--- config.mk ---
export PLATFORM = sky130hd
export DESIGN_NAME = ula_8bit_nibble_seq
export DESIGN_NICKNAME = d
export VERILOG_FILES = /design/src/rtl/alu_seq_pkg.sv /design/src/rtl/ula_8bit_nibble_seq.sv
export SDC_FILE = /design/constraint.sdc
export NUM_CORES = 1
export LEC_CHECK = 0
export ABC_CLOCK_PERIOD_IN_PS = 2200
export CAP_MARGIN = 20
export CORE_ASPECT_RATIO = 2
export CORE_MARGIN = 2
export CORE_UTILIZATION = 38
export DETAILED_ROUTE_END_ITERATION = 16
export MAX_ROUTING_LAYER = met4
export PLACE_DENSITY_LB_ADDON = 0.15
export SLEW_MARGIN = 25
export SYNTH_ARGS = -nofsm -noshare
export SYNTH_HDL_FRONTEND = slang
export SYNTH_SLANG_ARGS = --single-unit
--- constraint.sdc ---
create_clock -name clk -period 2.2 [get_ports clk]
set_clock_uncertainty 0.15 [all_clocks]
set_input_delay 0.44 -clock clk [delete_from_list [all_inputs] [get_ports clk]]
set_output_delay 0.44 -clock clk [all_outputs]
set_load 0.01 [all_outputs]
--- src/rtl/alu_seq_pkg.sv ---
// Shared types and widths for the nibble-serial ALU sequencer and its 4-bit slice.
package alu_seq_pkg;

    localparam int NIBBLE_W = 4;
    localparam int WORD_W   = 8;

    typedef enum logic [1:0] {
        IDLE = 2'd0,
        LO   = 2'd1,
        HI   = 2'd2,
        DONE = 2'd3
    } state_t;

endpackage

--- src/rtl/ula_8bit_nibble_seq.sv ---
// 8-bit ALU built by running one external 74181-style slice twice (low nibble, then high).
// Optional macro ALU_SEQ_PIPE_EN lets DONE accept the next request during the response handshake.
module ula_8bit_nibble_seq
    import alu_seq_pkg::*;
(
    input  logic                clk,
    input  logic                rst,
    input  logic                req_valid,
    output logic                req_ready,
    input  logic [WORD_W-1:0]   req_a,
    input  logic [WORD_W-1:0]   req_b,
    input  logic [3:0]          req_s,
    input  logic                req_m,
    input  logic                req_c_in,
    output logic                rsp_valid,
    input  logic                rsp_ready,
    output logic [WORD_W-1:0]   rsp_f,
    output logic                rsp_c_out,
    output logic                rsp_a_eq_b,
    output logic [NIBBLE_W-1:0] slice_a,
    output logic [NIBBLE_W-1:0] slice_b,
    output logic [3:0]          slice_s,
    output logic                slice_m,
    output logic                slice_c_in,
    input  logic [NIBBLE_W-1:0] slice_f,
    input  logic                slice_a_eq_b,
    input  logic                slice_c_out
);

    localparam logic [1:0] ST_IDLE = IDLE;
    localparam logic [1:0] ST_LO   = LO;
    localparam logic [1:0] ST_HI   = HI;
    localparam logic [1:0] ST_DONE = DONE;

    logic [1:0]          state_r;
    logic [WORD_W-1:0]   a_r;
    logic [WORD_W-1:0]   b_r;
    logic [3:0]          s_r;
    logic                m_r;
    logic                c_in_r;
    logic [NIBBLE_W-1:0] f_lo_r;
    logic                carry_r;
    logic                eq_lo_r;
    logic [WORD_W-1:0]   rsp_f_r;
    logic                rsp_c_out_r;
    logic                rsp_a_eq_b_r;

    assign rsp_valid  = (state_r == ST_DONE);
    assign rsp_f      = rsp_f_r;
    assign rsp_c_out  = rsp_c_out_r;
    assign rsp_a_eq_b = rsp_a_eq_b_r;

    // Sequencer state, operand latches, inter-nibble carry and the response registers.
    always_ff @(posedge clk) begin
        if (rst) begin
            state_r      <= ST_IDLE;
            a_r          <= 8'h00;
            b_r          <= 8'h00;
            s_r          <= 4'h0;
            m_r          <= 1'b0;
            c_in_r       <= 1'b0;
            f_lo_r       <= 4'h0;
            carry_r      <= 1'b0;
            eq_lo_r      <= 1'b0;
            rsp_f_r      <= 8'h00;
            rsp_c_out_r  <= 1'b0;
            rsp_a_eq_b_r <= 1'b0;
        end else begin
            case (state_r)
                ST_IDLE: begin
                    if (req_valid) begin
                        a_r     <= req_a;
                        b_r     <= req_b;
                        s_r     <= req_s;
                        m_r     <= req_m;
                        c_in_r  <= req_c_in;
                        state_r <= ST_LO;
                    end
                end
                ST_LO: begin
                    f_lo_r  <= slice_f;
                    carry_r <= slice_c_out;
                    eq_lo_r <= slice_a_eq_b;
                    state_r <= ST_HI;
                end
                ST_HI: begin
                    rsp_f_r      <= {slice_f, f_lo_r};
                    rsp_c_out_r  <= slice_c_out;
                    rsp_a_eq_b_r <= eq_lo_r & slice_a_eq_b;
                    state_r      <= ST_DONE;
                end
                ST_DONE: begin
                    if (rsp_ready) begin
`ifdef ALU_SEQ_PIPE_EN
                        if (req_valid) begin
                            a_r     <= req_a;
                            b_r     <= req_b;
                            s_r     <= req_s;
                            m_r     <= req_m;
                            c_in_r  <= req_c_in;
                            state_r <= ST_LO;
                        end else begin
                            state_r <= ST_IDLE;
                        end
`else
                        state_r <= ST_IDLE;
`endif
                    end
                end
                default: begin
                    state_r <= ST_IDLE;
                end
            endcase
        end
    end

    // Slice drive per phase (zero when not computing) and request acceptance.
    always_comb begin
        req_ready  = 1'b0;
        slice_a    = 4'h0;
        slice_b    = 4'h0;
        slice_s    = 4'h0;
        slice_m    = 1'b0;
        slice_c_in = 1'b0;
        case (state_r)
            ST_IDLE: begin
                req_ready = 1'b1;
            end
            ST_LO: begin
                slice_a    = a_r[3:0];
                slice_b    = b_r[3:0];
                slice_s    = s_r;
                slice_m    = m_r;
                slice_c_in = c_in_r;
            end
            ST_HI: begin
                slice_a    = a_r[7:4];
                slice_b    = b_r[7:4];
                slice_s    = s_r;
                slice_m    = m_r;
                slice_c_in = carry_r;
            end
            ST_DONE: begin
`ifdef ALU_SEQ_PIPE_EN
                req_ready = rsp_ready;
`else
                req_ready = 1'b0;
`endif
            end
            default: begin
                req_ready = 1'b0;
            end
        endcase
    end

endmodule
# Yosys cells after proc, flatten, opt, wreduce, memory -nomap -nowiden
# Index checks and enable logic that the tools add are counted.
# totals
romBits,0
latch_bits,0
ff_bits,40
mem_bits_rw,0
input_bits,32
word_cells,31
out_inout_bits,26
mem_count,0
# op_classes
n_reduce_logical,4
eq_ne,5
addsub,0
n_lt_le_gt_ge,0
div,0
n_mul,0
shifts,0
muxes,9
n_bitwise,1
# op_table
cell,count
$pmux W4 S2,2
$pmux W2 S4,1
$eq A2 B2 Y1 const B,2
$mux W2,2
$mux W4,1
$reduce_and A2 Y1,2
$eq A2 B1 Y1 const B,1
$logic_not A2 Y1,1
$mux W1,2
$ne A2 B1 Y1 const B,1
$ne A2 B2 Y1 const B,1
$pmux W1 S2,1
$reduce_or A2 Y1,1
$and A1 B1 Y1,1

# Depth between registers and ports, before layout
# depth
ltp_word,3
depth_mapped,6
mapped_depth_nobuf,5

# Worst setup path after synthesis
# No wires, ideal clock.
# synth_timing
path_type,register to output
startpoint,register state_r[1]
endpoint,output port slice_b[3]
path_buffers,2
required_time_ns,1.610
path_slack_ns,0.420
stages_incl_launch_ff,7
arrival_time_ns,1.190
cell_sequence,dfxtp_1 > inv_1 > ha_1 > buf_2 > buf_2 > a22oi_1 > nor2_1
# synth_via
elab_chain_cells,2
elab_cells_between_ends,3
cone_classes,2 x eq/ne; 1 x mux
# synth_lines
item,line_no,rtl
from (decl),ula_8bit_nibble_seq.sv:35,logic [1:0] state_r;
from (signal assigned),ula_8bit_nibble_seq.sv:56,state_r <= ST_IDLE;
from (signal assigned),ula_8bit_nibble_seq.sv:77,state_r <= ST_LO;
from (signal assigned),ula_8bit_nibble_seq.sv:84,state_r <= ST_HI;
$eq A2 B2 Y1 / $eq A2 B1 Y1 (equally long branches),ula_8bit_nibble_seq.sv:125,case (state_r)
$pmux W4 S2 (*),ula_8bit_nibble_seq.sv:125,
to (decl),ula_8bit_nibble_seq.sv:21,"output logic [NIBBLE_W-1:0] slice_b,"
# Mark *: on every way between the ends. The rest lies on a longest branch, timed or not.

# Final worst setup path
# layout_timing
startpoint,register state_r[0]
endpoint,output port slice_a[1]
# layout_via
elab_chain_cells,2
elab_cells_between_ends,3
cone_classes,2 x eq/ne; 1 x mux
# layout_lines
item,line_no,rtl
$eq A2 B2 Y1 / $eq A2 B1 Y1 (equally long branches),ula_8bit_nibble_seq.sv:125,
$pmux W4 S2 (*),ula_8bit_nibble_seq.sv:125,
to (decl),ula_8bit_nibble_seq.sv:20,"output logic [NIBBLE_W-1:0] slice_a,"
# Marks and branches as above.

==> metrics <==
Final #Nets=295; Final Wtd Congestion=0.729; cts hold-fix bufs=0; DRC Markers=0; First-pass DRT Iterations=4; H-tree Lvls=2; placed cells=302; CORE AREA=4090 sq um; Row Count=33; initial core utilization=0.398; syn_nets=230; post-route antenna net violation count=0; status=finished clean; Final TNS setup=0 ps; Vias/cell=4.77; diode count=0; first-pass GRT wire length=6580 um; synth unique cells=19; WL per Instance=12.2 um; Tcrit/Tclk final=0.967; final instance area=2430 sq um; final wirelength=3800 um; CTS Buf Count=5; Seq cells post-synth=40; Final Power=2.53 mW; Peak supply drop=685 uV; HP Class=reg2reg; DPL Wire Length=2780 um; Congestion Overflow GR=0; leakage=0.954 nW; gr usage total=0.181; Final Non-Filler Cells=311; Via Count=1482; I/O pin total=58; Cells after Synth=193; crit start category=flop; relative slew slack=0.819; vias in the first global route=1455; Tightest Pin Transition=271 ps; initial antenna violation count=0; crit path capture type=output port; synth warn=0; Die Area=4860 sq um; sequential area share after synthesis=0.492; worst-path fanout max=8; ratio of cells with drive above 1 in the final layout=0.158; CTS tree=built; PortBufs=57; Achievable Freq=470 MHz; Hold Fails Final Rpt=0; pwr dens=1040 nW/um^2; Max-Cap Viols=0; clk slew on worst S/H paths=70 ps; Die Span X=50.3 um; hold slack=300 ps; clock sink total=40; # setup viols final=0; CP Class=reg2out; Starting DRT DRC Count=16; worst path arrival time=1540 ps; die height=96.6 um; syn_area_per_cell=8.43 sq um; Placed Area=2310 sq um; worst path required time=1610 ps; Final Max Tran Viols=0; post-route minimum period=2130 ps; CTS root buf=clkbuf_8; synth-to-layout area growth=49.2%; pin count of the biggest net entering global routing=28; Clk Latency, worst-skew pair=290 ps; clock buffer depth=2; Synth Cell Area=1630 sq um
area by class of cell:
| cell class | instances | area [sq um] |
|---|---|---|
| well taps | 52 | 65.1 |
| fillers | 389 | 1660 |
| clock buffers | 6 | 82.6 |
| multi-input cells | 137 | 793 |
| clock inverters | 2 | 10.0 |
| repair buffers | 71 | 663 |
| inverters | 3 | 11.3 |
| flip-flops and latches | 40 | 803 |
critical path, cell delays in order (launching register included):
cell           delay, ps
dfxtp_2              330
buf_4                140
ha_2                 190
buf_6                140
a22oi_2              110
nor2_1                60
dlygate4sd2_1        280
Yosys cell counts:
master	instances	area, sq um
and2_1	1	6.26
inv_1	2	7.51
inv_2	1	3.75
nor2b_1	1	6.26
nand2_1	45	169
ha_1	5	62.6
or4_1	2	15.0
nand3_1	1	5.00
mux2i_1	15	150
nor2_1	26	97.6
buf_2	5	25.0
o31ai_1	2	15.0
clkbuf_1	8	30.0
and2b_1	1	7.51
dfxtp_1	40	801
and2_2	5	37.5
nand2b_1	1	6.26
a21oi_1	23	115
a22oi_1	9	67.6
kinds of logic after synthesis:
group | count (synthesis) | share of synthesized area
AO/OA/AOI/OAI | 34 | 0.121
adder cells (fa/ha/maj) | 5 | 0.0384
buffers and inverters | 16 | 0.0407
flip-flops | 40 | 0.492
multiplexers | 15 | 0.0922
AND/OR/NAND/NOR | 83 | 0.215
metal layers:
metal	vias up	global-route usage	part of all wire
li1	763	-	-
met1	666	0.195	0.40
met2	46	0.316	0.53
met3	7	0.0400	0.048
met4	0	0.0764	0.019
met5	-	-	0
cells in the final DEF, fill, tap and decap left out, types with 3 or more instances in the layout:
| cell type | count |
|---|---|
| and2_2 | 5 |
| clkbuf_8 | 6 |
| a22oi_2 | 3 |
| clkbuf_2 | 3 |
| a22oi_1 | 6 |
| clkdlybuf4s15_1 | 5 |
| nor2_1 | 26 |
| dfxtp_1 | 38 |
| nand2_1 | 45 |
| buf_4 | 11 |
| mux2i_1 | 15 |
| clkdlybuf4s50_1 | 42 |
| buf_6 | 3 |
| a21oi_1 | 23 |
| inv_2 | 3 |
| dlygate4sd2_1 | 7 |
worst paths after layout:
kind	to	slack (ps)	cells past startpoint	startpoint
worst max-delay path	slice_a[1]	70	6	state_r[0]$_SDFFE_PP0P_
worst min-delay path	m_r$_SDFFE_PP0P_	300	2	m_r$_SDFFE_PP0P_
worst min register to register	m_r$_SDFFE_PP0P_	300	2	m_r$_SDFFE_PP0P_
worst max register to register	state_r[0]$_SDFFE_PP0P_	480	6	state_r[0]$_SDFFE_PP0P_
through the flow:
stage | setup WS [ps] | util
final | 71.8 | 0.594
after global placement | 68.8 | 0.564
after detailed placement | 18.3 | 0.564
after CTS | 5.69 | 0.591
after global routing | -16.8 | 0.594
after floorplan | 420 | -
flip-flops by register name, indices dropped and copies added (netlist names):
name and cells:
carry_r 1, state_r 2, rsp_f 8, c_in_r 1, rsp_c_out 1, eq_lo_r 1
b_r 8, a_r 8, s_r 4, f_lo_r 4, rsp_a_eq_b 1, m_r 1
repair_timing:
item | in CTS | in global routing
buffers inserted | 1 | 0
endpoints found under the setup margin | 15 | 13
cloned | 0 | 0
gates resized for setup | 25 | 14
power breakdown:
part           switching (mW)  total [mW]  internal, mW  leakage [nW]
combinational           0.559        1.08         0.523         0.575
sequential             0.0833       0.960         0.877         0.328
clock                   0.241       0.490         0.250        0.0510
total                   0.883        2.53          1.65         0.954
No activity file was read; power rests on OpenSTA's default activity.
